File: src/rtl/io_pipelined_interconnect.sv
// Round-robin IO arbiter onto a valid/ready bus with an in-order {core, thread} tag FIFO.
// Define IO_PERF_COUNTERS_EN to add the perf_io_requests / perf_io_stall_cycles outputs.
module io_pipelined_interconnect #(
    parameter int NUM_REQUESTERS   = 4,
    parameter int ADDR_WIDTH       = 32,
    parameter int DATA_WIDTH       = 32,
    parameter int THREAD_IDX_WIDTH = 2,
    parameter int MAX_OUTSTANDING  = 4,
    localparam int CORE_W = (NUM_REQUESTERS > 1) ? $clog2(NUM_REQUESTERS) : 1
) (
    input  logic                                     clk,
    input  logic                                     reset,
    input  logic [NUM_REQUESTERS-1:0]                ior_request_valid,
    input  logic [NUM_REQUESTERS-1:0]                ior_is_store,
    input  logic [NUM_REQUESTERS*ADDR_WIDTH-1:0]     ior_address,
    input  logic [NUM_REQUESTERS*DATA_WIDTH-1:0]     ior_value,
    input  logic [NUM_REQUESTERS*THREAD_IDX_WIDTH-1:0] ior_thread_idx,
    output logic [NUM_REQUESTERS-1:0]                ii_ready,
    output logic                                     ii_response_valid,
    output logic [CORE_W-1:0]                        ii_response_core,
    output logic [THREAD_IDX_WIDTH-1:0]              ii_response_thread_idx,
    output logic [DATA_WIDTH-1:0]                    ii_response_read_value,
    output logic                                     io_req_valid,
    input  logic                                     io_req_ready,
    output logic                                     io_req_is_store,
    output logic [ADDR_WIDTH-1:0]                    io_req_address,
    output logic [DATA_WIDTH-1:0]                    io_req_write_data,
    input  logic                                     io_rsp_valid,
    input  logic [DATA_WIDTH-1:0]                    io_rsp_read_data
`ifdef IO_PERF_COUNTERS_EN
    ,
    output logic [31:0]                              perf_io_requests,
    output logic [31:0]                              perf_io_stall_cycles
`endif
);

    localparam int PTR_W = $clog2(MAX_OUTSTANDING);
    localparam int CNT_W = PTR_W + 1;
    localparam int TAG_W = CORE_W + THREAD_IDX_WIDTH;

    logic [CORE_W-1:0]           arb_ptr_q, arb_ptr_d;
    logic [CORE_W-1:0]           grant;
    logic [CORE_W-1:0]           cand;
    logic                        found;
    logic                        accept;
    logic                        fifo_full, fifo_empty, pop;
    logic [PTR_W-1:0]            wr_ptr_q, rd_ptr_q;
    logic [CNT_W-1:0]            count_q, count_d;
    logic [TAG_W-1:0]            tag_mem_q [MAX_OUTSTANDING];
    logic [TAG_W-1:0]            head_tag;
    logic [THREAD_IDX_WIDTH-1:0] grant_thread;
    logic                        rsp_valid_q;
    logic [CORE_W-1:0]           rsp_core_q;
    logic [THREAD_IDX_WIDTH-1:0] rsp_thread_q;
    logic [DATA_WIDTH-1:0]       rsp_data_q;

    // Grant ignores io_req_ready so the bus may derive ready from valid.
    always_comb begin
        grant = '0;
        found = 1'b0;
        cand  = '0;
        for (int i = 0; i < NUM_REQUESTERS; i++) begin
            cand = CORE_W'((int'(arb_ptr_q) + i) % NUM_REQUESTERS);
            if (!found && ior_request_valid[cand]) begin
                grant = cand;
                found = 1'b1;
            end
        end
    end

    assign fifo_full  = (count_q == CNT_W'(MAX_OUTSTANDING));
    assign fifo_empty = (count_q == '0);
    assign pop        = io_rsp_valid && !fifo_empty;
    assign head_tag   = tag_mem_q[rd_ptr_q];

    assign io_req_valid      = (|ior_request_valid) && !fifo_full;
    assign accept            = io_req_valid && io_req_ready;
    assign io_req_is_store   = ior_is_store[grant];
    assign io_req_address    = ior_address[int'(grant)*ADDR_WIDTH +: ADDR_WIDTH];
    assign io_req_write_data = ior_value[int'(grant)*DATA_WIDTH +: DATA_WIDTH];
    assign grant_thread      = ior_thread_idx[int'(grant)*THREAD_IDX_WIDTH +: THREAD_IDX_WIDTH];

    always_comb begin
        ii_ready        = '0;
        ii_ready[grant] = accept;
    end

    always_comb begin
        arb_ptr_d = arb_ptr_q;
        if (accept) begin
            if (int'(grant) == NUM_REQUESTERS - 1) arb_ptr_d = '0;
            else arb_ptr_d = grant + CORE_W'(1);
        end
    end

    always_comb begin
        count_d = count_q;
        if (accept && !pop) count_d = count_q + CNT_W'(1);
        else if (!accept && pop) count_d = count_q - CNT_W'(1);
    end

    always_ff @(posedge clk) begin
        if (reset) begin
            arb_ptr_q   <= '0;
            wr_ptr_q    <= '0;
            rd_ptr_q    <= '0;
            count_q     <= '0;
            rsp_valid_q <= 1'b0;
        end else begin
            arb_ptr_q   <= arb_ptr_d;
            count_q     <= count_d;
            rsp_valid_q <= pop;
            if (accept) wr_ptr_q <= wr_ptr_q + PTR_W'(1);
            if (pop) rd_ptr_q <= rd_ptr_q + PTR_W'(1);
        end
    end

    // Tag storage and response payload carry no reset.
    always_ff @(posedge clk) begin
        if (accept) tag_mem_q[wr_ptr_q] <= {grant, grant_thread};
        if (pop) begin
            rsp_core_q   <= head_tag[TAG_W-1 -: CORE_W];
            rsp_thread_q <= head_tag[THREAD_IDX_WIDTH-1:0];
            rsp_data_q   <= io_rsp_read_data;
        end
    end

    assign ii_response_valid      = rsp_valid_q;
    assign ii_response_core       = (NUM_REQUESTERS == 1) ? '0 : rsp_core_q;
    assign ii_response_thread_idx = rsp_thread_q;
    assign ii_response_read_value = rsp_data_q;

`ifdef IO_PERF_COUNTERS_EN
    logic [31:0] perf_req_q, perf_stall_q;

    always_ff @(posedge clk) begin
        if (reset) begin
            perf_req_q   <= '0;
            perf_stall_q <= '0;
        end else begin
            if (accept) perf_req_q <= perf_req_q + 32'd1;
            if ((|ior_request_valid) && !accept) perf_stall_q <= perf_stall_q + 32'd1;
        end
    end

    assign perf_io_requests     = perf_req_q;
    assign perf_io_stall_cycles = perf_stall_q;
`endif

    always @(posedge clk) begin
        if (!reset) begin
            assert (!(io_rsp_valid && fifo_empty))
                else $warning("io_rsp_valid with empty tag FIFO; response dropped");
        end
    end

endmodule

File: config.mk
export PLATFORM = sky130hd
export DESIGN_NAME = io_pipelined_interconnect
export DESIGN_NICKNAME = d
export VERILOG_FILES = /design/src/rtl/io_pipelined_interconnect.sv
export SDC_FILE = /design/constraint.sdc
export NUM_CORES = 1
export LEC_CHECK = 0
export CORE_AREA = 2 2 161 163
export CTS_CLUSTER_SIZE = 12
export DETAILED_ROUTE_END_ITERATION = 10
export DIE_AREA = 0 0 163 165
export PLACE_DENSITY = 0.53
export SLEW_MARGIN = 5
export SYNTH_ARGS = -nofsm -noshare
export SYNTH_HDL_FRONTEND = slang
export SYNTH_SLANG_ARGS = --single-unit
File: constraint.sdc
create_clock -name clk -period 3.3 [get_ports clk]
set_clock_uncertainty 0.15 [all_clocks]
set_input_delay 0.66 -clock clk [delete_from_list [all_inputs] [get_ports clk]]
set_output_delay 0.66 -clock clk [all_outputs]
set_load 0.01 [all_outputs]
==> results.yml <==
run_status:
  run_status: "finished clean"
setup_path:
  critPathMaxFanout: 13
  arrival_ps: 2430
  critPathMaxStageDelay_ps: 250
  cp_cell_sequence: "dlygate4sd2_1 -> nor2b_1 -> a21oi_1 -> nor2_1 -> a211oi_4 -> buf_6 -> buf_4 -> buf_12 -> mux2i_4 -> clkdlybuf4s15_2"
  cp.required_ps: 2490
  r2r_slack_ps: 990
  reg2reg_from: "count_q[0]"
  r2r-end: "count_q[2]"
  ff2ff_path_depth: 9
  worst_path_max_delay_cell: "dlygate4sd2_1"
  path_class: "in2out"
  start_kind: "input port"
  crit_path_end_kind: "primary output"
die:
  die_height_um: 165
  rows: 58
  core-area_mm2: 0.0250
  dieArea_mm2: 0.0269
  num_io_pins: 415
  die_w_um: 163
  start_util: 0.180
logic_synthesis:
  postSynthAreaPerCell_um2: 12.6
  postSynthCellCount: 356
  syn_area_mm2: 0.00450
  syn-num-nets: 674
  ys_seq_area_frac: 0.391
  yosysWarnings: 0
  synth_cell_type_count: 30
  synth-seq-cells: 62
detailed_routing:
  routed_wl_um: 19900
  drtIter0Drc: 120
  drcViolationCount: 0
  vias: 4582
  dr.pass1.iters: 4
  wl_per_cell_um: 17.2
  viasPerCell: 3.97
  final_antenna_net_count: 0
min_path:
  hold_end: "count_q[2]"
  hp-start: "count_q[2]"
  holdPathStages: 2
  hold_class: "reg2reg"
placed_design:
  port_buffers: 414
  gp_congestion: 0.778
  dpl.hpwl_um: 16700
clock_tree:
  numCtsBuffers: 9
  cts_root_buf: "clkbuf_16"
  ctsHoldBuffers: 0
  cts_num_sinks: 62
  cts_tree: "yes"
  clock_latency_ps: 320
  ctsLongestPathBuffers: 2
  path_clk_slew_ps: 50
  htreeDepth: 3
sta:
  finalSetupViolCount: 0
  max_freq_ghz: 0.309
  maxSlewViolCount: 0
  worstMarginPinSlew_ps: 479
  period_share: 0.981
  layout_min_cycle_time_ps: 3240
  whs_ps: 375
  final_hold_viol_count: 0
  slew-limit-headroom: 0.681
  rsz0062_at_grt: "true"
  setup_tns_ps: 0
finish:
  multiInputGateArea_mm2: 0.00264
  finalNetCount: 1136
  areaGrowthSynthToFinish_pct: 120
  final_common_cell: "clkdlybuf4s50_1"
  seqCellArea_mm2: 0.00176
  fillers: 2485
  layout_common_cells: "341 x clkdlybuf4s50_1, 191 x mux2i_1, 52 x edfxtp_1"
  drive_gt1_frac: 0.158
power:
  power.density_mw_per_mm2: 483
  irDropWorstVdd_mv: 0.303
  p_leak_nw: 3.97
global_route:
  grt_pass1_vias: 4717
  grt_pass1_wl_um: 27800
  grt_use_total: 0.139
  grt_start_max_net_pins: 39
  grt-ovfl-total: 0
  antenna_found_initial: 4
job:
  cap_viol_max_count: 0
## power by group
group	leakage, nW	internal [mW]	switching (mW)
clock	0.152	0.658	0.317
sequential	0.567	1.08	0.0869
combinational	3.25	1.57	1.07
## Yosys cell counts, drive strengths merged
cell	instances	area share
dfxtp	10	0.044
o21ai	1	0.0011
a32oi	1	0.0036
buf	21	0.037
a211oi	2	0.0033
fa	1	0.0044
xnor2	2	0.0039
mux2i	204	0.45
mux4	4	0.020
nand2	1	0.00083
clkbuf	5	0.0067
a21o	1	0.0017
nor2	13	0.011
a21oi	3	0.0033
inv	9	0.0075
and3	8	0.011
xor2	3	0.0058
nor2b	1	0.0014
ha	9	0.025
o31ai	1	0.0017
and2	1	0.0014
o22ai	1	0.0014
o22a	1	0.0019
or3	1	0.0014
edfxtp	52	0.35
## per-stage QoR
stage	std cells	total power [mW]	worst slack, ps	cell area (um2)	utilization
global route	1154	5.10	-45.7	9920	0.396
finish	1155	4.79	61.8	9930	0.397
floorplan	356	2.36	503	4500	-
global placement	1116	3.79	-441	9330	0.372
CTS	1149	4.82	4.75	9850	0.393
detailed placement	1116	3.80	-436	9330	0.372
## worst max-delay path by stage
| stage | start | endpoint | cells past startpoint |
|---|---|---|---|
| 2_1_floorplan | ior_request_valid[0] | ii_ready[0] | 9 |
| 3_3_place_gp | ior_request_valid[0] | io_req_address[31] | 9 |
| 3_5_place_dp | ior_request_valid[0] | io_req_address[2] | 9 |
| 4_1_cts | ior_request_valid[0] | io_req_address[14] | 9 |
| 5_1_grt | ior_request_valid[0] | io_req_address[6] | 9 |
| 6_report | ior_request_valid[0] | io_req_write_data[18] | 10 |
## what timing repair did
| item | in CTS | in global routing |
|---|---|---|
| pin swaps | 2 | 2 |
| resized for setup | 143 | 60 |
| endpoints found under the setup margin | 70 | 45 |
| gates cloned | 3 | 0 |
| setup buffers | 14 | 4 |
## cell families after synthesis
group | share of synthesized area
flip-flops | 0.391
multiplexers | 0.473
AO/OA/AOI/OAI | 0.0181
AND/OR/NAND/NOR | 0.0270
adder cells (fa/ha/maj) | 0.0295
XOR/XNOR | 0.00973
buffers and inverters | 0.0511
## registers in the layout, indices dropped and copies added, names as in the netlist
name,cells
tag_mem_q,16
count_q,3
ii_response_thread_idx,2
ii_response_valid,1
ii_response_read_value,32
rd_ptr_q,2
ii_response_core,2
arb_ptr_q,2
wr_ptr_q,2
## metal layers
layer	share of wire	up-vias	track usage	wire, um
met5	0	-	0	0
met4	0.011	0	0.0334	216
met3	0.10	15	0.0495	1980
met2	0.53	234	0.262	10500
met1	0.36	2059	0.148	7190
li1	-	2274	-	-
## critical path, delay by kind of cell
kind                   cells  cell delay (ps)
buffers and inverters      5              950
muxes                      1              240
and+or+nand+nor            2              220
AOI/OAI and AO/OA          2              340
## final cells by class
| type | instances | share of cell area |
|---|---|---|
| inverter | 9 | 0.00340 |
| tap | 330 | 0.0416 |
| timing repair buffer | 477 | 0.480 |
| clock inverter | 6 | 0.00870 |
| antenna | 2 | 0.000504 |
| sequential | 62 | 0.177 |
| multi-input combinational | 259 | 0.265 |
| clock buffer | 10 | 0.0231 |
Note: power is estimated with default switching activity, not from simulation.
